### config.mk
export PLATFORM = sky130hd
export DESIGN_NAME = uart_rx_buffered
export DESIGN_NICKNAME = d
export VERILOG_FILES = /design/src/rtl/uart_rx_buffered.sv
export SDC_FILE = /design/constraint.sdc
export NUM_CORES = 1
export LEC_CHECK = 0
export ABC_AREA = 1
export CAP_MARGIN = 20
export CORE_MARGIN = 3
export CORE_UTILIZATION = 50
export DETAILED_ROUTE_END_ITERATION = 10
export DONT_BUFFER_PORTS = 1
export PLACE_DENSITY_LB_ADDON = 0.2
export SLEW_MARGIN = 20
export SYNTH_ARGS = -nofsm -noshare
export SYNTH_HDL_FRONTEND = slang
export SYNTH_SLANG_ARGS = --single-unit
### constraint.sdc
create_clock -name i_Clock -period 2.9 [get_ports i_Clock]
set_input_delay 0.435 -clock i_Clock [delete_from_list [all_inputs] [get_ports i_Clock]]
set_output_delay 0.435 -clock i_Clock [all_outputs]
set_load 0.01 [all_outputs]
### src/rtl/uart_rx_buffered.sv
// UART receiver with start-glitch rejection, framing/overrun flags and a first-word-fall-through byte FIFO.
// The frame is 8N1 by default. Define UART_RX_PARITY_EN to receive 8E1 frames and enable o_Parity_Err.
module uart_rx_buffered #(
    parameter int CLKS_PER_BIT = 217,
    parameter int FIFO_DEPTH   = 8,
    parameter int FIFO_AW      = 3
) (
    input  logic             i_Clock,
    input  logic             i_Reset,
    input  logic             i_RX_Serial,
    input  logic             i_Rd_En,
    output logic [7:0]       o_Rd_Byte,
    output logic             o_Empty,
    output logic             o_Full,
    output logic [FIFO_AW:0] o_Count,
    output logic             o_RX_Active,
    output logic             o_Frame_Err,
    output logic             o_Parity_Err,
    output logic             o_Overrun
);

    localparam int CNT_W = $clog2(CLKS_PER_BIT + 1);
    localparam logic [CNT_W-1:0]   HALF_BIT  = CNT_W'(CLKS_PER_BIT / 2);
    localparam logic [CNT_W-1:0]   LAST_CLK  = CNT_W'(CLKS_PER_BIT - 1);
    localparam logic [FIFO_AW:0]   DEPTH_VAL = (FIFO_AW+1)'(FIFO_DEPTH);

    typedef enum logic [2:0] {
        S_IDLE,
        S_START,
        S_DATA,
        S_STOP,
        S_WAIT_HIGH
`ifdef UART_RX_PARITY_EN
        , S_PARITY
`endif
    } state_t;

    state_t           state, state_next;
    logic [CNT_W-1:0] clk_cnt, clk_cnt_next;
    logic [2:0]       bit_idx, bit_idx_next;
    logic [7:0]       shift, shift_next;
    logic             rx_meta, rx_sync;
    logic             byte_done;
    logic             frame_err;
`ifdef UART_RX_PARITY_EN
    logic             parity_bit, parity_bit_next;
    logic             parity_err;
`endif

    // The synchroniser resets to the idle line level, so reset can never look like a start bit.
    // NOTE: sequential state uses non-blocking assignments so every flop samples pre-edge values.
    always_ff @(posedge i_Clock or posedge i_Reset) begin
        if (i_Reset) begin
            rx_meta <= 1'b1;
            rx_sync <= 1'b1;
        end else begin
            rx_meta <= i_RX_Serial;
            rx_sync <= rx_meta;
        end
    end

    always_ff @(posedge i_Clock or posedge i_Reset) begin
        if (i_Reset) begin
            state   <= S_IDLE;
            clk_cnt <= '0;
            bit_idx <= '0;
            shift   <= '0;
`ifdef UART_RX_PARITY_EN
            parity_bit <= 1'b0;
`endif
        end else begin
            state   <= state_next;
            clk_cnt <= clk_cnt_next;
            bit_idx <= bit_idx_next;
            shift   <= shift_next;
`ifdef UART_RX_PARITY_EN
            parity_bit <= parity_bit_next;
`endif
        end
    end

    // NOTE: every signal written here gets a default first, so no path can infer a latch.
    always_comb begin
        state_next   = state;
        clk_cnt_next = clk_cnt;
        bit_idx_next = bit_idx;
        shift_next   = shift;
        byte_done    = 1'b0;
        frame_err    = 1'b0;
`ifdef UART_RX_PARITY_EN
        parity_bit_next = parity_bit;
        parity_err      = 1'b0;
`endif
        case (state)
            S_IDLE: begin
                if (!rx_sync) begin
                    state_next   = S_START;
                    clk_cnt_next = '0;
                end
            end
            S_START: begin
                if (clk_cnt == HALF_BIT) begin
                    clk_cnt_next = '0;
                    bit_idx_next = '0;
                    state_next   = rx_sync ? S_IDLE : S_DATA;
                end else begin
                    clk_cnt_next = clk_cnt + 1'b1;
                end
            end
            S_DATA: begin
                if (clk_cnt == LAST_CLK) begin
                    clk_cnt_next = '0;
                    shift_next   = {rx_sync, shift[7:1]};
                    bit_idx_next = bit_idx + 1'b1;
                    if (bit_idx == 3'd7) begin
`ifdef UART_RX_PARITY_EN
                        state_next = S_PARITY;
`else
                        state_next = S_STOP;
`endif
                    end
                end else begin
                    clk_cnt_next = clk_cnt + 1'b1;
                end
            end
`ifdef UART_RX_PARITY_EN
            S_PARITY: begin
                if (clk_cnt == LAST_CLK) begin
                    clk_cnt_next    = '0;
                    parity_bit_next = rx_sync;
                    state_next      = S_STOP;
                end else begin
                    clk_cnt_next = clk_cnt + 1'b1;
                end
            end
`endif
            S_STOP: begin
                if (clk_cnt == LAST_CLK) begin
                    clk_cnt_next = '0;
                    if (rx_sync) begin
                        state_next = S_IDLE;
`ifdef UART_RX_PARITY_EN
                        if (^{shift, parity_bit}) parity_err = 1'b1;
                        else                      byte_done  = 1'b1;
`else
                        byte_done = 1'b1;
`endif
                    end else begin
                        // A low stop bit may be a break; wait for the line to return high.
                        frame_err  = 1'b1;
                        state_next = S_WAIT_HIGH;
                    end
                end else begin
                    clk_cnt_next = clk_cnt + 1'b1;
                end
            end
            S_WAIT_HIGH: begin
                if (rx_sync) state_next = S_IDLE;
            end
            default: state_next = S_IDLE;
        endcase
    end

    assign o_RX_Active = (state != S_IDLE) && (state != S_WAIT_HIGH);
    assign o_Frame_Err = frame_err;
`ifdef UART_RX_PARITY_EN
    assign o_Parity_Err = parity_err;
`else
    assign o_Parity_Err = 1'b0;
`endif

    logic [7:0]         mem [FIFO_DEPTH];
    logic [FIFO_AW-1:0] wr_ptr, rd_ptr;
    logic [FIFO_AW:0]   count;
    logic               do_push, do_pop;

    assign o_Empty   = (count == '0);
    assign o_Full    = (count == DEPTH_VAL);
    assign o_Count   = count;
    assign do_pop    = i_Rd_En && !o_Empty;
    assign do_push   = byte_done && (!o_Full || do_pop);
    assign o_Overrun = byte_done && o_Full && !do_pop;
    assign o_Rd_Byte = o_Empty ? 8'h00 : mem[rd_ptr];

    // NOTE: the storage array has no reset; o_Rd_Byte is masked while empty, so stale entries are never visible.
    always_ff @(posedge i_Clock) begin
        if (do_push) mem[wr_ptr] <= shift;
    end

    always_ff @(posedge i_Clock or posedge i_Reset) begin
        if (i_Reset) begin
            wr_ptr <= '0;
            rd_ptr <= '0;
            count  <= '0;
        end else begin
            if (do_push) wr_ptr <= wr_ptr + 1'b1;
            if (do_pop)  rd_ptr <= rd_ptr + 1'b1;
            case ({do_push, do_pop})
                2'b10:   count <= count + 1'b1;
                2'b01:   count <= count - 1'b1;
                default: count <= count;
            endcase
        end
    end

endmodule

==> flow_results.org, run 1 <==
** Synthesis
- Mean Syn Cell Area :: 10.9 µm²
- Post-synthesis register bit count :: 98
- During synthesis, Yosys emitted a total of 0 warnings.
- Share of synthesized area occupied by flip-flops and latches :: 0.643
- The most used flip-flop cell after synthesis is edfxtp_1.
- The number of nets handed over by synthesis was 408.
- Synth Cell Area :: 4320 µm²
- Number of instances in the synthesized netlist :: 397
- Of all cell types, the one taking the most synthesized area is edfxtp_1.
- In the synthesized netlist the async set-or-reset flop fraction comes to 0.347.
- The number of different library cells used by synthesis comes to 36.
- Counting flops with a built-in enable in the synthesized netlist gives 64.
- Of the post-synthesis cell area, the dominant cell type holds 0.445.
- Top post-synthesis cells by area :: edfxtp_1 45%, dfrtp_1 19%, nor2_1 7.0%, nand2_1 4.4%, o21ai_0 3.8%

** STA
- Number of setup violations in the final report :: 0
- Fin crit period :: 2.55 ns
- The number of slew-limit violations in the final report came to 0.
- Derived from the worst setup path, the maximum achievable clock frequency is 391 MHz.
- Setup repair after global routing left no endpoint under its margin.
- TNS Setup :: 0 ns
- Transition time of the tightest slew-check pin :: 0.970 ns
- In this run the tightest slew margin relative to its limit is 0.354.
- Hold Violations, Final :: 0
- Worst clock skew on the final layout :: 0.0150 ns
- In the finished design, the share of the clock period the worst path needs comes to 0.881.

** Clock network
- In this run, post-CTS hold repair placed 0 buffers.
- The later pin in the worst-skew pair is clocked with a latency of 0.36 ns.
- TritonCTS built the clock tree.
- Level count of the clock H-tree :: 3
- Number of gates resized after cts :: 0
- CTS buffer count :: 9
- The cell sitting at the root of the clock tree is a clkbuf_8.
- Once the clock tree was built, the setup fixing pass inserted 0 buffers.
- Clock buffer depth :: 2
- The clock net in this run drives a total of 98 sinks.
- Clock-pin slew was measured on the worst setup and hold paths at 0.09 ns.

** Routing
- Pre-Repair DR Iteration Count :: 4
- Wire length per cell after detailed routing :: 15.3 µm
- For this block, the routed nets add up to 7910 µm of wire.
- Ratio of routed vias to standard cells :: 5.37
- In this run, the number of DRC markers left after iteration 0 of detailed routing was 146.
- Vias after detailed routing :: 2775
- The detail route stage leaves a number of antenna-violating nets equal to 0.
- # DRC :: 0

** Power and ir drop
- For this design the static power due to leakage is 2.02 nW.
- Overall power after layout :: 3.62 mW
- Highest ir drop seen on vdd :: 0.402 mV
- Pwr per Cell Area :: 771 nW/µm²

** Final layout
- The number of antenna diodes in the final layout is 0.
- Once layout is complete, the utilization of the core stands at 0.566.
- Layout-stage area growth over the synthesis result :: 8.87%
- The net count of the finished layout is 418.
- In the final layout, the share of cells above drive strength 1 is 0.124.
- Area used by multi-input combinational logic :: 1380 µm²
- Summing all flip-flop and latch instances after layout gives 2780 µm².
- The library cell used most frequently in the layout, excluding fill and tap cells, is nor2_1.
- Total of fill cells in the finished design :: 681
- The library cells used most frequently in the layout, excluding fill and tap cells, are 81 x nor2_1, 64 x edfxtp_1, 51 x nand2_1.

** Placed design
- Placed wire-length estimate after detailed placement :: 5370 µm
- Port buffer count :: 0
- GP Congestion :: 0.761

** Global route
- The initial antenna violation count is 0.
- Total global-route track usage :: 0.171
- Global-route wire length before repair :: 13100 µm
- Pin count of the biggest net entering global routing :: 35
- Overall overflow remaining after global route :: 0
- Via count of the first global-routing pass :: 2663

** Floorplanning
- From bottom edge to top edge, the die measures 98.9 µm.
- Die outline area :: 9790 µm²
- Effective utilization at floorplan :: 0.520
- Number of top-level pins :: 22
- Horizontal extent of the die :: 98.9 µm
- The floorplan step defined a core boundary enclosing 8300 µm².
- Number of cell rows :: 33

** Setup path
- For the worst setup path, the data arrival time is 2.12 ns.
- At the worst endpoint, the required time is 2.47 ns.
- Highest net fanout along the worst path :: 34
- Across all register-to-register paths, the minimum setup slack is 0.70 ns.
- Worst setup path category :: reg -> out
- STA classifies the critical path endpoint as an output port.
- The worst setup path is launched from a flip-flop.

** Run
- The tool flagged a number of max-cap violations equal to 0.

** Hold path
- Class of the tightest hold or removal check :: in -> async

** Status
- Status :: complete, no violations
critical path, cell delays in order (launching register included):
cell and delay (ns):
dfrtp_1 0.99, o21ai_0 0.27, o32ai_1 0.17, o21ai_0 0.13, nor2_1 0.20
cell usage after synthesis (6+ instances only):
| master | n |
|---|---|
| mux2_2 | 8 |
| nand2_1 | 51 |
| a21oi_1 | 6 |
| xor2_1 | 6 |
| nor3_1 | 11 |
| nand3_1 | 15 |
| dfrtp_1 | 32 |
| inv_1 | 29 |
| ha_1 | 7 |
| clkbuf_1 | 11 |
| nor2_1 | 81 |
| o32ai_1 | 16 |
| o21ai_0 | 33 |
| edfxtp_1 | 64 |
final timing paths:
path | to | cells after the start | startpoint
worst max-delay path | o_Rd_Byte[2] | 4 | rd_ptr[1]
worst min-delay path | o_Count[3] | 1 | i_Reset
worst max register to register | mem[0][4] | 10 | clk_cnt[0]
worst min register to register | rx_sync | 0 | rx_meta
max in group asynchronous | bit_idx[0] | 2 | i_Reset
min in group i_Clock | rx_meta | 0 | i_RX_Serial
cell type report:
class | instances | share of cell area
clock inverter | 6 | 0.0192
sequential | 98 | 0.590
multi-input combinational | 256 | 0.293
tap | 105 | 0.0279
timing repair buffer | 11 | 0.0176
inverter | 31 | 0.0248
clock buffer | 10 | 0.0271
routing by layer:
layer,part of all wire,global-route usage
met1,0.47,0.230
met2,0.48,0.278
met3,0.033,0.0283
met4,0.014,0.0662
met5,0,0
stage by stage:
stage          instances  hold WS [ns]  setup WS, ns  area (µm²)
6_report             517        0.0208         0.345        4700
5_1_grt              517        0.0424         0.139        4700
4_1_cts              517        0.0312         0.337        4700
3_5_place_dp         501         0.352         0.715        4480
3_3_place_gp         501         0.350         0.746        4480
2_1_floorplan        397         0.345         0.501        4320
kinds of logic after synthesis:
kind of cell    share of synthesized area
compound gates                     0.0861
xor+xnor                           0.0142
fa+ha+maj                          0.0203
buf+inv                            0.0383
flops                               0.643
mux                                0.0209
other cells                      0.000868
simple gates                        0.177
report_power, final:
group,switching (mW),internal [mW],leakage (nW)
clock,0.465,0.490,0.108
combinational,0.651,0.341,0.817
sequential,0.150,1.53,1.10
flip-flops by register name (all words and copies together) (netlist names):
register	cells
mem	64
clk_cnt	8
shift	8
o_Count	4
bit_idx	3
rd_ptr	3
state	3
wr_ptr	3
rx_meta	1
rx_sync	1
Note: power is estimated with default switching activity, not from simulation.
==> inputs of run 2 (changes only) <==
DONT_BUFFER_PORTS = default   (was 1)
RECOVER_POWER = 50   (was default)
==> flow_results.org, run 2 (synthesis results as in run 1) <==
** STA
- Transition time of the tightest slew-check pin :: 1.89 ns
- Of the available clock period, the critical path in the final layout requires 0.929.
- The number of slew-limit violations in the final report is 35.
- Setup violations remaining at the end of the flow were counted as 0.
- Measured against its own limit, the worst slew margin works out to -0.258.
- The clock arrives with 0.0137 ns of skew.
- TNS Setup :: 0 ns
- Timing would allow up to 371 MHz.
- Hold Violations, Final :: 0
- For the finished layout, the period the worst path requires is 2.69 ns.
- Hold is met by 0.361 ns.
- Setup repair after global routing left no endpoint under its margin.

** Clock network
- After clock tree synthesis, the clock-pin slew on the worst setup and hold paths is 0.10 ns.
- Buffer type at the clock tree root :: clkbuf_8
- Setup Fix Bufs, Post-CTS :: 0
- TritonCTS built the clock tree.
- Level count of the clock H-tree :: 3
- The later pin in the worst-skew pair is clocked with a latency of 0.37 ns.
- In this run, CTS created clock tree buffers numbering 9.
- Clock buffer depth :: 2
- CTS saw 98 sinks.

** Final layout
- Ranked by flip-flop count, first place goes to mem.
- The largest registers in the layout are mem (64), clk_cnt (8), shift (8).
- Leading cell types in the layout, fill and taps excluded :: 82 x nor2_1, 64 x edfxtp_1, 51 x nand2_1
- Fin nets :: 441
- Final antenna diode count :: 0
- Leaving out fill and tap cells, the most frequent cell in the layout is nor2_1.
- The register with the most flip-flops in the layout has 64 of them.
- Summing all non-filler instances in the final layout gives an area of 4880 µm².
- From synthesis to final layout, the design area changed by 12.9%.
- Share of cells above drive strength 1 :: 0.122

** Setup path
- Crit path required time :: 2.47 ns
- Measured in cells, the most critical reg-to-reg path has a length of 10.
- Along the worst path, the maximum fanout reaches 8.
- The critical path is of the reg -> out type.
- At the worst endpoint, the arrival time is 2.26 ns.
- Type of destination of the critical path :: output port
- STA classifies the critical path startpoint as a flip-flop.

** Run
- Max-cap violations in this run came to 1.

** Global route
- Overall overflow remaining after global route :: 0
- Pin count of the biggest net entering global routing :: 35
- The first global-routing pass estimated 13800 µm of wire.
- Across every metal layer, demand over resource in global routing totals 0.180.
- The initial antenna violation count is 0.
- The number of global-route vias before repair was 2734.

** Hold path
- Class of the tightest hold or removal check :: reg -> reg
- The worst hold path passes through 0 cells.

** Power and ir drop
- Pwr per Cell Area :: 779 nW/µm²
- The share of total power dissipated in the clock network is 0.217.
- Leak :: 2.09 nW
- The share of total power dissipated in combinational logic is 0.357.
- The share of total power dissipated in sequential elements is 0.426.
- Proportion of total power due to net switching :: 0.351
- IR analysis of the VDD net gives a maximum drop of 0.448 mV.
- Overall power after layout :: 3.80 mW
- Internal power consumption :: 2.46 mW
- Net switching power :: 1.33 mW

** Status
- The run finished, with violations left.
- Violations in the final reports :: capacitance limit, slew limit

** Routing
- Number of nets with antenna violations after routing :: 0
- Vias after detailed routing :: 2879
- Pre-Repair DR Iteration Count :: 4
- The routed design has 8220 µm of wire.
- For this run, design rule violations remaining after detail routing come to 0.
- The detailed router finished its first iteration with 187 violations.
- Wire length per cell after detailed routing :: 15.2 µm
- Ratio of routed vias to standard cells :: 5.33

** Floorplanning
- DIE HEIGHT :: 98.9 µm
- Die outline area :: 9790 µm²
- Effective utilization at floorplan :: 0.520
- In this run the horizontal extent of the chip is 98.9 µm.
- The core region is 8300 µm².
- The floorplan has 33 rows.
- Number of top-level pins :: 22

** Placed design
- Port buffer count :: 20
- The congestion estimate from routability-driven global placement came to 0.858.
- Placed wire-length estimate after detailed placement :: 5340 µm
- The placed instances occupy a cell area of 4710 µm².
-- run 2: cell types whose count changed in the layout (fill, tap and decap cells not counted), moves of 2 or more --
cell             delta
bufinv_16           -2
dlygate4sd3_1       +3
clkinv_4            -2
clkinvlp_4          +2
clkdlybuf4s50_1    +17
inv_6               +2
-- run 2: worst max-delay path, stage by stage (launching register included) --
cell and delay, ns:
dfrtp_1 0.44, nor2_1 0.09, nand2_1 0.17, nor2_1 0.11, inv_1 0.24, o21ai_0 0.13
nor2_1 0.16, clkdlybuf4s50_1 0.56
-- run 2: worst paths after layout --
check	from	endpoint	slack [ns]
max	o_Count[0]	o_Rd_Byte[5]	0.21
min	rx_meta	rx_sync	0.36
max reg2reg	clk_cnt[0]	mem[2][6]	0.43
min reg2reg	rx_meta	rx_sync	0.36
max in group asynchronous	i_Reset	bit_idx[0]	0.64
min in group asynchronous	i_Reset	shift[1]	1.18
-- run 2: per-stage QoR --
stage | util | std cells | setup WS, ns
4_1_cts | 0.589 | 540 | 0.153
3_5_place_dp | 0.567 | 524 | 0.513
6_report | 0.588 | 540 | 0.206
2_1_floorplan | - | 397 | 0.501
3_3_place_gp | 0.567 | 524 | 0.546
5_1_grt | 0.588 | 540 | 0.0235
-- run 2: routing by layer --
metal / routed length [µm] / track usage
met5: 0 / 0
met4: 88 / 0.0725
met3: 500 / 0.0311
met2: 3740 / 0.274
met1: 3890 / 0.259
-- run 2: power groups by stage --
stage,Clock (mW),Combinational (mW),Sequential [mW]
finish,0.824,1.36,1.62
global route,0.892,1.54,1.63
CTS,0.836,1.37,1.62
detailed placement,0,1.36,1.65
global placement,0,1.34,1.64
floorplan,0,0.861,1.62
-- run 2: repair_timing --
item                                    4_1_cts  5_1_grt
gates resized for setup                       0        1
hold buffers                                  0        0
endpoints found under the setup margin        0        2
-- run 2: layout make-up --
type	instances	area [µm²]
Multi-Input combinational cell	256	1370
Sequential cell	98	2780
Fill cell	670	3420
Clock inverter	7	57.6
Timing Repair Buffer	34	305
Inverter	31	116
Clock buffer	9	124
Tap cell	105	131
==> inputs of run 3 (changes only) <==
ABC_AREA = default   (was 1)
==> flow_results.org, run 3 <==
** Clock network
- The H-tree was split into 3 levels.
- The clock drives 98 sinks.
- The number of clock buffers added by TritonCTS is 9.
- TritonCTS built the clock tree.
- After clock tree synthesis, the clock-pin slew on the worst setup and hold paths is 0.09 ns.
- Clock buffer depth :: 2
- For the worst-skew pair, the clock arrives at the later sink with an insertion delay of 0.36 ns.
- Buffer type at the clock tree root :: clkbuf_8

** Global route
- The first global-routing pass estimated 12200 µm of wire.
- The initial antenna violation count came to 0.
- In the global route stage, overall resource usage came out at 0.164.
- Entering global routing, the biggest net connects 35 pins.
- Overall overflow remaining after global route :: 0
- The number of global-route vias before repair came to 2296.

** Synthesis
- For this run, the register share of the synthesized area comes to 0.664.
- After synthesis, the share of flip-flops with an asynchronous set or reset is 0.347.
- The share of the synthesized area in compound gates (AO/OA/AOI/OAI) was 0.0482.
- Of the post-synthesis cell area, the part taken by muxes is 0.138.
- Number of different library cells in the post-synthesis netlist :: 49
- Top-count cell post-synth :: edfxtp_1
- When the netlist entered floorplanning its net count stood at 275.
- Ranked by instance count, the synthesized netlist is headed by 64 x edfxtp_1, 32 x dfrtp_1, 21 x nor2_1, 16 x mux4_2, 11 x mux2_2.
- Adder and majority gate portion of the synthesized area :: 0.0210
- The mapped netlist covers 4180 µm².
- Top post-synthesis cells by area :: edfxtp_1 46%, dfrtp_1 19%, mux4_2 8.6%, mux2_2 3.0%, ha_1 2.1%
- The Yosys step of the flow raised 0 warnings.
- The synthesized design contains 64 enable-type register cells.
- Most used flip-flop cell after synthesis :: edfxtp_1
- By area, the combinational part of the netlist is dominated by multiplexers.
- Of the total synthesized cell area, the portion taken by AND, OR, NAND and NOR gates is 0.0914.
- Each instance of the synthesized netlist takes up on average 15.8 µm².
- Synth Area in XOR/XNOR :: 0.0168
- Number of instances in the synthesized netlist :: 264
- The share of synthesized area in the top cell type comes to 0.460.
- Post-synthesis register bit count :: 98
- edfxtp_1 takes more of the synthesized area than any other cell.

** Routing
- Vias after detailed routing :: 2258
- The final layout contains routed wiring with a total length of 7210 µm.
- Dividing the detail-routed via count by the number of cells gives 5.55.
- Wire length per cell after detailed routing :: 17.7 µm
- The count of nets left with antenna violations once routing finished came out at 0.
- Pre-Repair DR Iteration Count :: 4
- For this block, the initial DRC count from the detailed router was 94.
- # DRC :: 0

** Setup path
- Type of destination of the critical path :: output port
- Worst flop-to-flop path startpoint :: clk_cnt[0]
- Crit start category :: flip-flop
- In this run the worst setup path begins at rd_ptr[0].
- On the critical path, the stage with the largest delay is an instance of mux4_2.
- WP buf/inv :: 2
- Data arrives at the worst endpoint at 2.31 ns.
- The critical path in this run is classified as reg -> out.
- For this run, the slowest stage of the critical path takes 0.50 ns.
- Crit path required time :: 2.47 ns
- Traced cell by cell, the critical path runs through buf_12 > mux4_2 > mux2i_1 > nor2_1 > clkdlybuf4s50_1.
- Of all nets on the critical path, the largest fanout is 14.
- In this design, the largest share of critical-path delay is due to multiplexers.

** STA
- After layout, the worst setup slack is 0.157 ns.
- Between clock sinks in the finished design, the worst skew comes to 0.0184 ns.
- The number of slew-limit violations in the final report is 35.
- Hold Violations, Final :: 0
- Transition time of the tightest slew-check pin :: 1.97 ns
- Fin crit period :: 2.74 ns
- Share of the clock period used by the worst path after layout :: 0.946
- Headroom to the max-slew limit came out at -0.314.
- Number of setup violations in the final report :: 0
- Setup repair after global routing left no endpoint under its margin.
- Derived from the worst setup path, the maximum achievable clock frequency is 365 MHz.
- Setup total negative slack on the finished layout was measured at 0 ns.

** Floorplanning
- Row generation in the floorplan step produced 32 rows.
- Horizontal extent of the die :: 97.4 µm
- Number of top-level pins :: 22
- DIE HEIGHT :: 97.4 µm
- The die covers 9490 µm².
- The initial utilization of the core area, before any placement, comes to 0.527.
- The core region is 7930 µm².

** Status
- Violations in the final reports :: capacitance limit, slew limit
- The flow ran to the end, but the final reports show violations.

** Final layout
- The number of antenna diodes in the final layout is 0.
- Non-filler cells in the finished layout :: 407
- Leading cell types in the layout, fill and taps excluded :: 64 x edfxtp_1, 30 x dfrtp_1, 21 x nor2_1
- The largest registers in the layout are mem (64), clk_cnt (8), shift (8).
- Relative to the synthesized area, the layout overhead comes to 13.8%.
- Most common library cell in the layout ignoring fill and taps :: edfxtp_1
- Register with the most flip-flops :: mem
- Fin nets :: 311
- Share of cells above drive strength 1 :: 0.216
- Number of flip-flops in the largest register :: 64

** Power and ir drop
- Highest ir drop seen on vdd :: 0.233 mV
- The analysis attributes to cell leakage a power of 1.92 nW.
- Pwr per Cell Area :: 480 nW/µm²

** Placed design
- Once detailed placement completed, the half-perimeter wirelength came to 4720 µm.
- OpenSTA, run right after detailed placement, puts the worst setup slack at 0.415 ns.
- Port buffer count :: 20
- The congestion estimate from routability-driven global placement came to 0.757.
- # placed instances :: 391

** Hold path
- Class of the tightest hold or removal check :: reg -> reg
- Worst hold start :: rx_meta

** Run
- The tool flagged a number of max-cap violations equal to 1.
## run 3: cell types whose count changed after synthesis, sizes merged, moves of 15 or more
cell / before / now
o21ai: 35 / 7
inv: 31 / 9
mux4: 0 / 16
nor2: 84 / 23
nand2: 55 / 8
o32ai: 16 / 1
## run 3: timing repair
action / in CTS / in global routing
buffers inserted: 0 / 0
endpoints found under the setup margin: 0 / 5
hold buffers: 0 / 0
gates resized for setup: 0 / 3
## run 3: cells by family after synthesis
kind of cell,Yosys count
xor gates and xnor gates,8
DFF,98
AOI/OAI and AO/OA,30
buffers and inverters,18
adders and majority gates,7
other,1
muxes,36
and+or+nand+nor,66
## run 3: final cells by class
cell class	count	area [µm²]
clock buffers	9	124
clock inverters	7	52.6
fillers	620	3180
inverters	9	33.8
multi-input cells	148	1330
flip-flops and latches	98	2780
well taps	102	128
repair buffers	34	310
## run 3: final timing paths
kind | end | slack (ns) | cells after the start
max | o_Rd_Byte[5] | 0.16 | 5
min | rx_sync | 0.36 | 0
min reg2reg | rx_sync | 0.36 | 0
max reg2reg | o_Count[2] | 0.36 | 10
min in group asynchronous | clk_cnt[1] | 1.07 | 3
max in group asynchronous | rd_ptr[0] | 0.55 | 3
## run 3: per-layer routing
metal / vias to the layer above / GRT usage / routed length [µm]
met3: 7 / 0.0280 / 183
met4: 0 / 0.0607 / 82
met2: 25 / 0.259 / 3380
met5: - / 0 / 0
met1: 1143 / 0.232 / 3560
li1: 1083 / - / -
## run 3: where the power goes
part / switching, mW / internal (mW) / total (mW) / leakage, nW
Combinational: 0.0126 / 0.00460 / 0.0172 / 0.649
Clock: 0.469 / 0.316 / 0.785 / 0.0799
Sequential: 0.00222 / 1.48 / 1.48 / 1.19
Total: 0.484 / 1.80 / 2.28 / 1.92
## run 3: through the flow
stage	utilization	power, mW	instance area (µm²)	hold WS (ns)
detailed placement	0.577	1.53	4570	0.351
global placement	0.577	1.53	4570	0.346
global route	0.599	2.36	4750	0.368
finish	0.599	2.28	4750	0.362
floorplan	-	1.52	4180	0.345
CTS	0.599	2.30	4750	0.364
